### src/rtl/px_subsampler_2d_if.sv
`default_nettype none
// ============================================================================
// Module      : px_subsampler_2d_if
// Description : AXI4-Stream video beat bundle (one pixel per beat).
//               master drives tdata/tvalid/tlast/tuser and samples tready;
//               slave is the mirror image.
// Ports       : tdata  - pixel data, TDATA_WIDTH bits
//               tvalid - beat valid
//               tlast  - end of line
//               tuser  - start of frame
//               tready - sink ready
// Revision    : 1.0 - initial release
// ============================================================================
interface px_subsampler_2d_if #(
  parameter int TDATA_WIDTH = 32
);
  logic [TDATA_WIDTH-1:0] tdata;
  logic                   tvalid;
  logic                   tlast;
  logic                   tuser;
  logic                   tready;

  modport master (
    output tdata,
    output tvalid,
    output tlast,
    output tuser,
    input  tready
  );

  modport slave (
    input  tdata,
    input  tvalid,
    input  tlast,
    input  tuser,
    output tready
  );
endinterface
`default_nettype wire

### src/rtl/px_subsampler_2d.sv
`default_nettype none
// ============================================================================
// Module      : px_subsampler_2d
// Description : Two-dimensional multi-channel pixel subsampler on an
//               AXI4-Stream video path. Horizontal and vertical ratios are
//               independent powers of two; horizontal reduction is either
//               drop (first pixel of each group) or box average.
// Ports       : clk_i          - clock
//               rst_i          - asynchronous active-high reset
//               ratio_x_log2_i - horizontal ratio exponent (latched on SOF)
//               ratio_y_log2_i - vertical ratio exponent (latched on SOF)
//               avg_en_i       - 0 = horizontal drop, 1 = horizontal average
//               video_i        - input stream (slave modport)
//               video_o        - output stream (master modport)
// Revision    : 1.0 - initial release
// ============================================================================
module px_subsampler_2d #(
  parameter int CHANNELS_AMOUNT = 3,
  parameter int PX_WIDTH        = 10,
  parameter int MAX_RATIO_LOG2  = 2,
  parameter int TDATA_WIDTH     = 32
) (
  input  logic                                  clk_i,
  input  logic                                  rst_i,
  input  logic [$clog2(MAX_RATIO_LOG2+1)-1:0]   ratio_x_log2_i,
  input  logic [$clog2(MAX_RATIO_LOG2+1)-1:0]   ratio_y_log2_i,
  input  logic                                  avg_en_i,
  px_subsampler_2d_if.slave                     video_i,
  px_subsampler_2d_if.master                    video_o
);

  localparam int c_RW     = $clog2(MAX_RATIO_LOG2+1);
  localparam int c_CW     = (MAX_RATIO_LOG2 < 1) ? 1 : MAX_RATIO_LOG2;
  localparam int c_DATA_W = CHANNELS_AMOUNT * PX_WIDTH;
  localparam int c_ACC_W  = PX_WIDTH + MAX_RATIO_LOG2;

  // --------------------------------------------------------------------------
  // Active (per-frame) configuration
  // --------------------------------------------------------------------------
  logic [c_RW-1:0] r_rx;
  logic [c_RW-1:0] r_ry;
  logic            r_avg;

  // Stream state
  logic [c_CW-1:0] r_x_cnt;
  logic [c_CW-1:0] r_y_cnt;
  logic            r_sof_pend;

  // Output register
  logic                   r_o_valid;
  logic                   r_o_last;
  logic                   r_o_user;
  logic [TDATA_WIDTH-1:0] r_o_data;

  // --------------------------------------------------------------------------
  // Combinational control
  // --------------------------------------------------------------------------
  logic            w_ready;
  logic            w_accept;
  logic [c_RW-1:0] w_rx_sat;
  logic [c_RW-1:0] w_ry_sat;
  logic [c_RW-1:0] w_rx;
  logic [c_RW-1:0] w_ry;
  logic            w_avg;
  logic [c_CW-1:0] w_x_cur;
  logic [c_CW-1:0] w_y_cur;
  logic [c_CW-1:0] w_x_mask;
  logic [c_CW-1:0] w_y_mask;
  logic            w_x_last;
  logic            w_grp_first;
  logic            w_kept;
  logic            w_close;
  logic            w_emit;
  logic            w_full_avg;

  logic [PX_WIDTH-1:0]    w_out_px [CHANNELS_AMOUNT];
  logic [TDATA_WIDTH-1:0] w_out_data;

  // Ready depends only on the output register and downstream ready, never on
  // the input valid, so no combinational valid->ready path exists.
  assign w_ready  = !r_o_valid || video_o.tready;
  assign w_accept = video_i.tvalid && w_ready;

  // Out-of-range exponents clamp to the largest supported ratio.
  assign w_rx_sat = (ratio_x_log2_i > c_RW'(MAX_RATIO_LOG2)) ? c_RW'(MAX_RATIO_LOG2) : ratio_x_log2_i;
  assign w_ry_sat = (ratio_y_log2_i > c_RW'(MAX_RATIO_LOG2)) ? c_RW'(MAX_RATIO_LOG2) : ratio_y_log2_i;

  // A start-of-frame beat is processed with the freshly latched config and
  // with counters already restarted, so a short line or stale group before
  // it cannot leak into the new frame.
  assign w_rx    = video_i.tuser ? w_rx_sat : r_rx;
  assign w_ry    = video_i.tuser ? w_ry_sat : r_ry;
  assign w_avg   = video_i.tuser ? avg_en_i : r_avg;
  assign w_x_cur = video_i.tuser ? '0 : r_x_cnt;
  assign w_y_cur = video_i.tuser ? '0 : r_y_cnt;

  // Counter wrap masks: 2^r - 1 expressed as r low ones.
  always_comb begin
    w_x_mask = '0;
    w_y_mask = '0;
    for (int i = 0; i < c_CW; i++) begin
      if (i < int'(w_rx)) w_x_mask[i] = 1'b1;
      if (i < int'(w_ry)) w_y_mask[i] = 1'b1;
    end
  end

  assign w_x_last    = (w_x_cur == w_x_mask);
  assign w_grp_first = (w_x_cur == '0);
  assign w_kept      = (w_y_cur == '0);
  assign w_close     = w_kept && (w_x_last || video_i.tlast);
  assign w_emit      = w_accept && w_close;
  // Only a complete group is averaged; a group cut short by tlast falls back
  // to its first pixel.
  assign w_full_avg  = w_avg && w_x_last;

  // --------------------------------------------------------------------------
  // Per-channel datapath
  // --------------------------------------------------------------------------
  generate
    for (genvar c = 0; c < CHANNELS_AMOUNT; c++) begin : g_ch
      logic [PX_WIDTH-1:0] w_px;
      logic [PX_WIDTH-1:0] w_first_px;
      logic [PX_WIDTH-1:0] w_avg_px;
      logic [c_ACC_W-1:0] w_acc_base;
      logic [c_ACC_W-1:0] w_sum;
      logic [c_ACC_W-1:0] r_acc;
      logic [PX_WIDTH-1:0] r_first;

      assign w_px       = video_i.tdata[c*PX_WIDTH +: PX_WIDTH];
      assign w_first_px = w_grp_first ? w_px : r_first;
      // Accumulator restarts at the first beat of each group.
      assign w_acc_base = w_grp_first ? '0 : r_acc;
      assign w_sum      = w_acc_base + c_ACC_W'(w_px);
      // Truncating divide by the group size.
      assign w_avg_px   = PX_WIDTH'(w_sum >> w_rx);
      assign w_out_px[c] = w_full_avg ? w_avg_px : w_first_px;

      always_ff @(posedge clk_i or posedge rst_i) begin
        if (rst_i) begin
          r_acc   <= '0;
          r_first <= '0;
        end else if (w_accept) begin
          r_acc   <= w_sum;
          r_first <= w_first_px;
        end
      end

      assign w_out_data[c*PX_WIDTH +: PX_WIDTH] = w_out_px[c];
    end

    if (TDATA_WIDTH > c_DATA_W) begin : g_pad
      logic w_unused_tdata;
      assign w_out_data[TDATA_WIDTH-1:c_DATA_W] = '0;
      assign w_unused_tdata = ^video_i.tdata[TDATA_WIDTH-1:c_DATA_W];
    end
  endgenerate

  // --------------------------------------------------------------------------
  // Configuration, counters and pending start-of-frame
  // --------------------------------------------------------------------------
  always_ff @(posedge clk_i or posedge rst_i) begin
    if (rst_i) begin
      r_rx       <= '0;
      r_ry       <= '0;
      r_avg      <= 1'b0;
      r_x_cnt    <= '0;
      r_y_cnt    <= '0;
      r_sof_pend <= 1'b0;
    end else if (w_accept) begin
      if (video_i.tuser) begin
        r_rx  <= w_rx_sat;
        r_ry  <= w_ry_sat;
        r_avg <= avg_en_i;
      end

      if (video_i.tlast || w_x_last) begin
        r_x_cnt <= '0;
      end else begin
        r_x_cnt <= w_x_cur + c_CW'(1);
      end

      if (video_i.tlast) begin
        r_y_cnt <= (w_y_cur + c_CW'(1)) & w_y_mask;
      end else begin
        r_y_cnt <= w_y_cur;
      end

      // SOF stays pending across dropped lines/beats until it rides out on
      // the first emitted beat.
      if (w_close) begin
        r_sof_pend <= 1'b0;
      end else if (video_i.tuser) begin
        r_sof_pend <= 1'b1;
      end
    end
  end

  // --------------------------------------------------------------------------
  // Output register: loads whenever it is empty or being drained this cycle,
  // otherwise holds its contents stable.
  // --------------------------------------------------------------------------
  always_ff @(posedge clk_i or posedge rst_i) begin
    if (rst_i) begin
      r_o_valid <= 1'b0;
      r_o_last  <= 1'b0;
      r_o_user  <= 1'b0;
      r_o_data  <= '0;
    end else if (w_ready) begin
      r_o_valid <= w_emit;
      if (w_emit) begin
        r_o_data <= w_out_data;
        r_o_last <= video_i.tlast;
        r_o_user <= video_i.tuser || r_sof_pend;
      end
    end
  end

  assign video_i.tready = w_ready;
  assign video_o.tvalid = r_o_valid;
  assign video_o.tdata  = r_o_data;
  assign video_o.tlast  = r_o_last;
  assign video_o.tuser  = r_o_user;

endmodule
`default_nettype wire

### src/flat_wrapper.sv
// flat-port wrapper written by rule: the top's interface ports become plain ports
module px_subsampler_2d_flat 
#(
  parameter int CHANNELS_AMOUNT = 3,
  parameter int PX_WIDTH        = 10,
  parameter int MAX_RATIO_LOG2  = 2,
  parameter int TDATA_WIDTH     = 32
)
  (clk_i, rst_i, ratio_x_log2_i, ratio_y_log2_i, avg_en_i, video_i_tdata, video_i_tvalid, video_i_tlast, video_i_tuser, video_i_tready, video_o_tdata, video_o_tvalid, video_o_tlast, video_o_tuser, video_o_tready);
  px_subsampler_2d_if #(.TDATA_WIDTH(TDATA_WIDTH)) video_i_i ();
  px_subsampler_2d_if #(.TDATA_WIDTH(TDATA_WIDTH)) video_o_i ();
  input  logic clk_i;
  input  logic rst_i;
  input  logic [$clog2(MAX_RATIO_LOG2+1)-1:0] ratio_x_log2_i;
  input  logic [$clog2(MAX_RATIO_LOG2+1)-1:0] ratio_y_log2_i;
  input  logic avg_en_i;
  input wire logic [$bits(video_i_i.tdata)-1:0] video_i_tdata;
  input wire logic [$bits(video_i_i.tvalid)-1:0] video_i_tvalid;
  input wire logic [$bits(video_i_i.tlast)-1:0] video_i_tlast;
  input wire logic [$bits(video_i_i.tuser)-1:0] video_i_tuser;
  output wire logic [$bits(video_i_i.tready)-1:0] video_i_tready;
  output wire logic [$bits(video_o_i.tdata)-1:0] video_o_tdata;
  output wire logic [$bits(video_o_i.tvalid)-1:0] video_o_tvalid;
  output wire logic [$bits(video_o_i.tlast)-1:0] video_o_tlast;
  output wire logic [$bits(video_o_i.tuser)-1:0] video_o_tuser;
  input wire logic [$bits(video_o_i.tready)-1:0] video_o_tready;
  assign video_i_i.tdata = video_i_tdata;
  assign video_i_i.tvalid = video_i_tvalid;
  assign video_i_i.tlast = video_i_tlast;
  assign video_i_i.tuser = video_i_tuser;
  assign video_i_tready = video_i_i.tready;
  assign video_o_tdata = video_o_i.tdata;
  assign video_o_tvalid = video_o_i.tvalid;
  assign video_o_tlast = video_o_i.tlast;
  assign video_o_tuser = video_o_i.tuser;
  assign video_o_i.tready = video_o_tready;
  px_subsampler_2d #(.CHANNELS_AMOUNT(CHANNELS_AMOUNT), .PX_WIDTH(PX_WIDTH), .MAX_RATIO_LOG2(MAX_RATIO_LOG2), .TDATA_WIDTH(TDATA_WIDTH)) u_core (.clk_i(clk_i), .rst_i(rst_i), .ratio_x_log2_i(ratio_x_log2_i), .ratio_y_log2_i(ratio_y_log2_i), .avg_en_i(avg_en_i), .video_i(video_i_i), .video_o(video_o_i));
endmodule
### config.mk
export PLATFORM = sky130hd
export DESIGN_NAME = px_subsampler_2d_flat
export DESIGN_NICKNAME = d
export VERILOG_FILES = /design/src/rtl/px_subsampler_2d_if.sv /design/src/rtl/px_subsampler_2d.sv /design/src/flat_wrapper.sv
export SDC_FILE = /design/constraint.sdc
export NUM_CORES = 1
export LEC_CHECK = 0
export CORE_MARGIN = 10
export CORE_UTILIZATION = 40
export CTS_BUF_LIST = sky130_fd_sc_hd__clkbuf_4
export CTS_CLUSTER_DIAMETER = 120
export DETAILED_ROUTE_END_ITERATION = 6
export PLACE_DENSITY_LB_ADDON = 0.25
export SKIP_LAST_GASP = 1
export SLEW_MARGIN = 25
export SYNTH_ARGS = -nofsm -noshare
export SYNTH_HDL_FRONTEND = slang
export SYNTH_SLANG_ARGS = --single-unit
### constraint.sdc
create_clock -name clk_i -period 4.05 [get_ports clk_i]
set_input_delay 1.0125 -clock clk_i [delete_from_list [all_inputs] [get_ports clk_i]]
set_output_delay 1.0125 -clock clk_i [all_outputs]
set_load 0.03 [all_outputs]
* Word level (Yosys, flattened, before mapping)
Cells that the tools add are included.
Storage, ports and cells: output and inout port bits 36, register bits 109, logic and storage cells 69
Cells by class: reduce and logical (&&, ||, !) cells 13, $lt $le $gt $ge 6, shift-type cells 3, muxes and demuxes 24, add/subtract/negate cells 5, bitwise operators 1, equal/unequal tests 1
Operators by type and width (number):
- 10-bit 2-to-1 mux | 6
- 12-bit by 10-bit adder with 12-bit output | 3
- 12-bit 2-to-1 mux | 3
- 12-bit by 2-bit >> shifter with 10-bit output | 3
- 2-bit 2-to-1 mux | 8
- 1-bit by 2-bit < comparator with 1-bit output, first input constant | 4
- 1-bit 2-to-1 mux | 7
- 2-bit by 1-bit adder with 2-bit output, second input constant | 2
- 2-bit > comparator, second input constant | 2
- 1-bit logical AND | 4
- 2-bit logical NOT | 2
- 2-bit AND reduction | 2
- 1-bit logical OR | 3
- 2-bit bitwise AND | 1
- 2-bit == test | 1
- 2-bit nonzero test | 1
- 1-bit logical NOT | 1

* Longest topological paths before layout
Gate-level depths: netlist of the first run.
depth in word-level cells 10, mapped depth 18, depth with buffers taken out 14

* Worst setup path before layout of the first run
Ideal clock, no wire load.
path type input -> register, from input video_i_tuser, to register u_core.r_o_data[8] (netlist: u_core.video_o.tdata[8]), stages 17, library setup time 121 ps, required time 3929 ps, path slack -722 ps, path buffers 4, arrival time 4651 ps, cells stage by stage buf_2 > inv_1 > nand2_1 > ha_1 > clkbuf_1 > buf_1 > clkbuf_1 > nor2b_1 > ha_1 > fa_1 > a211oi_2 > o2111ai_1 > a221oi_2 > nor3_1 > a2111oi_2 > o211ai_1 > a22o_1
Between the ends: cells in the longest elaborated chain, start to end 8
RTL lines:
- start, declared | line flat_wrapper.sv:20 | input wire logic [$bits(video_i_i.tuser)-1:0] video_i_tuser;
- parallel branches: the longest is 8 deep, another holds 12-bit by 10-bit adder with 12-bit output
- end signal, assigned | line px_subsampler_2d.sv:211 | r_o_data <= w_out_data;
- end, declared | line px_subsampler_2d.sv:53 | logic [TDATA_WIDTH-1:0] r_o_data;
Several ways; the timed one is not identified. A chain may end at the register's enable or synchronous reset.

* Worst setup path in the final report of the first run
from input video_i_tuser, to register u_core.r_o_data[29] (netlist: u_core.video_o.tdata[29])
Same word-level chain as after synthesis.

==> results of run 1 <==
## worst paths after layout
check                                                end  depth (start not counted)
max in group asynchronous        u_core.video_o.tdata[9]                          3
worst max-delay path            u_core.video_o.tdata[29]                         14
worst min-delay path             u_core.g_ch[2].r_acc[7]                          2
worst min register to register   u_core.g_ch[2].r_acc[7]                          2
worst max register to register  u_core.video_o.tdata[29]                         12
min in group asynchronous        u_core.g_ch[1].r_acc[9]                          2
## worst min-delay path: stages (launching register included)
cell     delay (ps)
dfrtp_1         360
nand2_1          50
nand2_1          60
## power by group
group,switching (µW),internal (µW),total [µW]
combinational,1330,1110,2440
clock,382,271,653
sequential,207,1450,1650
total,1920,2830,4750
## registers in the layout, indices dropped and copies added (netlist names)
register and cells:
u_core.g_ch.r_acc 36, u_core.r_y_cnt 2, u_core.video_o.tvalid 1, u_core.r_ry 2, u_core.r_sof_pend 1, u_core.g_ch.r_first 30, u_core.r_rx 2, u_core.r_x_cnt 2
u_core.r_avg 1, u_core.video_o.tuser 1, u_core.video_o.tdata 30, u_core.video_o.tlast 1
## Yosys cell counts, types with 5 or more instances
library cell and count:
a21o_1 13, a21oi_1 45, a22oi_1 12, a31oi_1 5
and2_1 5, and3_1 8, buf_1 6, buf_2 7
clkbuf_1 29, dfrtp_1 109, ha_1 32, inv_1 16
mux2_2 50, mux2i_1 23, nand2_1 154, nand2b_1 7
nand3_1 17, nand3b_1 5, nor2_1 33, nor2b_1 33
nor3_1 8, o211ai_1 9, o21ai_0 56, o21ai_1 17
o22ai_1 6, xnor2_1 18, xor2_1 8
## logic make-up (layout without fill, tap and decap cells)
family          Yosys count  count (layout)  share of synthesized area (%)
compound gates          225             225                           20.9
mux                      73              73                           11.0
other cells               1               3                         0.0519
flops                   109             109                           37.7
simple gates            280             280                           17.5
buf+inv                  60             220                           3.34
xor+xnor                 26              26                           3.15
fa+ha+maj                35              35                           6.37
## metrics by stage
stage                     setup TNS (ps)  power, µW  hold slack, ps  instances
final                                  0       4750             488       1200
after global routing                   0       5060             520       1200
after CTS                              0       4770             492       1199
after detailed placement           -4060       4120             456       1183
after global placement             -2570       4080             450       1183
after floorplan                     -116       3100             438        810
## layout make-up
class,instances,share of cell area (%)
inverters,16,0.682
repair buffers,188,18.0
clock inverters,4,0.792
clock buffers,12,0.983
well taps,229,3.13
diodes,1,0.0273
flip-flops and latches,109,29.8
multi-input cells,641,46.7
## routing by layer
metal | global-route usage (%) | share of wire (%) | vias up
met5 | 0 | 0 | -
met4 | 5.85 | 2.3 | 0
met3 | 3.08 | 5.6 | 27
met2 | 28.7 | 46 | 178
met1 | 23.2 | 46 | 3109
li1 | - | - | 3221
==> impl_metrics.tcl, run 1 <==
set metrics [dict create \
    hold_viol_final 0 \
    dp_slack_ps -331 \
    peakVddDrop_uv 302 \
    yosys-top-cells-area "dfrtp_1, nand2_1, mux2_2" \
    hold_path_class "reg2reg" \
    fin_util_pct 51.2 \
    synth_area_um2 7230 \
    root_buffer "clkbuf_4" \
    crit_chain "clkdlybuf4s50_1 > inv_1 > nand2_1 > ha_2 > buf_4 > buf_4 > nor2b_1 > ha_1 > and2_1 > a221o_1 > a221oi_1 > o21ai_0 > a211o_1 > a21oi_1" \
    yosysUniqueCellTypes 65 \
    drtIter0Drc 437 \
    synth_top_area_share_pct 37.7 \
    skew_ps 23.5 \
    synth_edf_count 0 \
    ys.flop_type "dfrtp_1" \
    design_area_um2 9170 \
    layout_commonest_cell "nand2_1" \
    finalSetupViolations 0 \
    final_cell_mix "nand2_1, buf_4, dfrtp_1" \
    grt_pass1_vias 6466 \
    cp.arrival_ps 4360 \
    wl_per_cell_um 17.8 \
    cp-startpoint "video_i_tuser" \
    rows 49 \
    grt_pass1_wl_um 34500 \
    route.vias.total 6535 \
    tightest_slew_ps 692 \
    grt_remaining_overflow 0 \
    max_stage_delay_ps 500 \
    drive_above_1_share_pct 20.3 \
    fin_crit_ps 3920 \
    fin_crit_sh_pct 96.7 \
    clk_latency_ps 530 \
    clockBufferDepth 2 \
    post_dp_cell_area_um2 9000 \
    final_nets 1043 \
    start_kind "primary input" \
    critPathRequiredTime_ps 4500 \
    antenna_found_initial 1 \
    post_cts_buffers 0 \
    fmax_mhz 255 \
    maxSlewHeadroom_pct 53.7 \
    pin_count 79 \
    die_height_um 154 \
    regArea_um2 2730 \
    criticalPathCategory "in2reg" \
    die_area_um2 23900 \
    fin_ws_ps 134 \
    cts.clk_slew.worst_paths_ps 150 \
    outcome "complete, no violations" \
    synth.avg_cell_area_um2 8.94 \
    htreeDepth 3 \
    synth-seq-cells 109 \
    finalWirelength_um 21400 \
    routed_via_density 5.45 \
    die_x_um 154 \
    cap_violations 0 \
    critPathMaxFanout 14 \
    grt_usage_pct 17.7 \
    powerDensity_nw_per_um2 518 \
    multi_input_area_um2 4280 \
    hpwl_um 15900 \
    cts-resized-gates 0 \
    yosysTopAreaCell "dfrtp_1" \
    crit_family "compound AO/OA/AOI/OAI gates" \
    slowest_stage "a221oi_1" \
    worst-r2r-setup-slack_ps 720 \
    core-area_um2 17900 \
    route.detailed.drc 0 \
    setup.worst_path.end_class "flop" \
    p_leak_uw 0.00418 \
    syn_inst 809 \
    worst-path-buf-inv 4 \
    rsz0062_at_grt "false" \
    ys.warnings.count 0 \
    ys_seq_area_share_pct 37.7 \
    cp_common_cell "buf_4" \
    numPortBuffers 74 \
    numCtsBuffers 9 \
    async_flop_share_pct 100 \
    gp_congestion 0.861 \
    grt_max_degree 49 \
    final_max_slew_viol_count 0 \
    cts_sinks 109 \
    cts_tree "built" \
    start_util_pct 40.4 \
    holdBufCountCts 0 \
    postRouteAntennaNets 0 \
    fill_cells 1757 \
    area_growth_pct 26.8 \
    reg2reg_from "u_core.r_x_cnt[0]" \
    drt_first_pass_iters 5 \
    worst_hold_startpoint "u_core.g_ch[2].r_acc[7]" \
]
Power figures use the tool's default switching activity.
==> run 2: changes to the inputs <==
--- a/config.mk
+++ b/config.mk
@@ -5,6 +5,8 @@
 export SDC_FILE = /design/constraint.sdc
 export NUM_CORES = 1
 export LEC_CHECK = 0
+export CELL_PAD_IN_SITES_DETAIL_PLACEMENT = 0
+export CELL_PAD_IN_SITES_GLOBAL_PLACEMENT = 1
 export CORE_MARGIN = 10
 export CORE_UTILIZATION = 40
 export CTS_BUF_LIST = sky130_fd_sc_hd__clkbuf_4
==> impl_metrics.tcl, run 2 (same netlist as run 1, synthesis figures left out) <==
set metrics [dict create \
    layout_commonest_cell "nand2_1" \
    tightest_slew_ps 841 \
    critPathMaxFanout 5 \
    start_util_pct 40.4 \
    area_growth_pct 25.3 \
    cp.arrival_ps 4290 \
    crit_chain "clkdlybuf4s50_1 > inv_1 > nand2_1 > ha_4 > nor2b_1 > ha_1 > fa_2 > a211oi_4 > o2111ai_1 > a221oi_2 > nor3_1 > a2111oi_2 > o211ai_1 > a22o_1" \
    slowest_stage "clkdlybuf4s50_1" \
    hpwl_um 16400 \
    largest_register_ffs 36 \
    die_x_um 154 \
    power_frac_comb_pct 51.7 \
    antenna_found_initial 1 \
    htreeDepth 3 \
    outcome "complete, no violations" \
    pwr-share-seq_pct 35.1 \
    dp_cells 1171 \
    clockBufferDepth 2 \
    dp_slack_ps -422 \
    route.detailed.drc 0 \
    max_flop_register "u_core.g_ch.r_acc" \
    fin_crit_ps 3890 \
    die_height_um 154 \
    final_cell_mix "nand2_1, dfrtp_1, buf_4" \
    fill_cells 1702 \
    worst-r2r-setup-slack_ps 770 \
    criticalPathCategory "in2reg" \
    regArea_um2 2730 \
    maxSlewHeadroom_pct 44.0 \
    pwr-share-clk_pct 13.2 \
    pin_count 79 \
    r2r_cells 12 \
    crit_family "compound AO/OA/AOI/OAI gates" \
    post_dp_cell_area_um2 8890 \
    start_kind "primary input" \
    skew_ps 16.1 \
    switchingPower_uw 1940 \
    grt_pass1_vias 6901 \
    final_nets 1031 \
    cts.clk_slew.worst_paths_ps 160 \
    grt_pass1_wl_um 36800 \
    numCtsBuffers 9 \
    gp_congestion 0.927 \
    reg2reg_from "u_core.r_x_cnt[0]" \
    sw_frac_of_total_pct 41.0 \
    routed_via_density 5.55 \
    grt_remaining_overflow 0 \
    route.vias.total 6596 \
    design_area_um2 9050 \
    critPathRequiredTime_ps 4450 \
    worst-path-buf-inv 2 \
    worst_hold_startpoint "u_core.g_ch[2].r_acc[7]" \
    postRouteAntennaNets 0 \
    root_buffer "clkbuf_4" \
    finalSetupViolations 0 \
    powerDensity_nw_per_um2 522 \
    p_leak_uw 0.00411 \
    finalPower_uw 4720 \
    cts_tree "built" \
    grt_max_degree 52 \
    setup.worst_path.end_class "flop" \
    fin_ws_ps 161 \
    multi_input_area_um2 4300 \
    final_max_slew_viol_count 0 \
    final_cells 1188 \
    hold_viol_final 0 \
    wl_per_cell_um 18.9 \
    p_int_uw 2780 \
    drtIter0Drc 491 \
    fmax_mhz 257 \
    whs_ps 485 \
    fin_crit_sh_pct 96.0 \
    holdBufCountCts 0 \
    holdPathEnd "u_core.g_ch[2].r_acc[7]" \
    holdPathStages 2 \
    core-area_um2 17900 \
    grt_usage_pct 18.9 \
    rows 49 \
    drt_first_pass_iters 5 \
    rsz0062_at_grt "false" \
    numPortBuffers 74 \
    max_stage_delay_ps 490 \
    hold_path_class "reg2reg" \
    cts_sinks 109 \
    clk_latency_ps 500 \
    r2r-end "u_core.video_o.tdata[8]" \
    drive_above_1_share_pct 19.0 \
    die_area_um2 23900 \
    cap_violations 0 \
    finalWirelength_um 22500 \
    peakVddDrop_uv 319 \
]
[run 2: how the worst max path moves through the flow]
stage | from | end | slack [ps] | depth (start not counted)
floorplan | video_i_tuser | u_core.video_o.tdata[8] | -120 | 17
global placement | video_i_tuser | u_core.video_o.tdata[8] | -330 | 14
detailed placement | video_i_tuser | u_core.video_o.tdata[8] | -420 | 14
CTS | video_i_tuser | u_core.video_o.tdata[8] | 140 | 14
global route | video_i_tuser | u_core.video_o.tdata[8] | 10 | 14
finish | video_i_tuser | u_core.video_o.tdata[8] | 160 | 14
[run 2: power groups by stage]
stage	combinational (µW)	clock, µW	sequential [µW]
after global routing	2660	689	1710
after CTS	2440	642	1660
after floorplan	1160	0	1940
final	2440	622	1660
after detailed placement	2430	0	1680
after global placement	2390	0	1660
[run 2: area by class of cell]
class                   instances  share of cell area, %
clock buffers                   9                  0.746
repair buffers                176                   16.9
well taps                     229                   3.16
clock inverters                 7                  0.884
flip-flops and latches        109                   30.1
inverters                      16                  0.691
multi-input cells             641                   47.5
diodes                          1                 0.0276
[run 2: worst register-to-register path: cells and delay by family (launching register included)]
family,cells,cell delay (ps)
adders and majority gates,3,830
DFF,1,450
and+or+nand+nor,3,340
AOI/OAI and AO/OA,6,1570
[run 2: what timing repair did]
| action | in CTS | in global routing |
|---|---|---|
| setup endpoints to repair | 0 | 8 |
| setup buffers | 0 | 0 |
| resized for setup | 0 | 2 |
[run 2: metal layers]
metal  global-route usage [%]  part of all wire [%]  wire length (µm)  vias to the layer above
met4                     6.39                   2.4               547                        0
met5                        0                     0                 0                        -
li1                         -                     -                 -                     3187
met3                     3.47                   5.4              1210                       39
met1                     24.9                    46             10400                     3172
met2                     30.6                    46             10300                      198
[run 2: stage by stage]
step                setup TNS (ps)  util, %
floorplan                     -116        -
global placement             -4510     49.6
detailed placement           -7000     49.6
CTS                              0     50.5
global route                     0     50.6
finish                           0     50.6
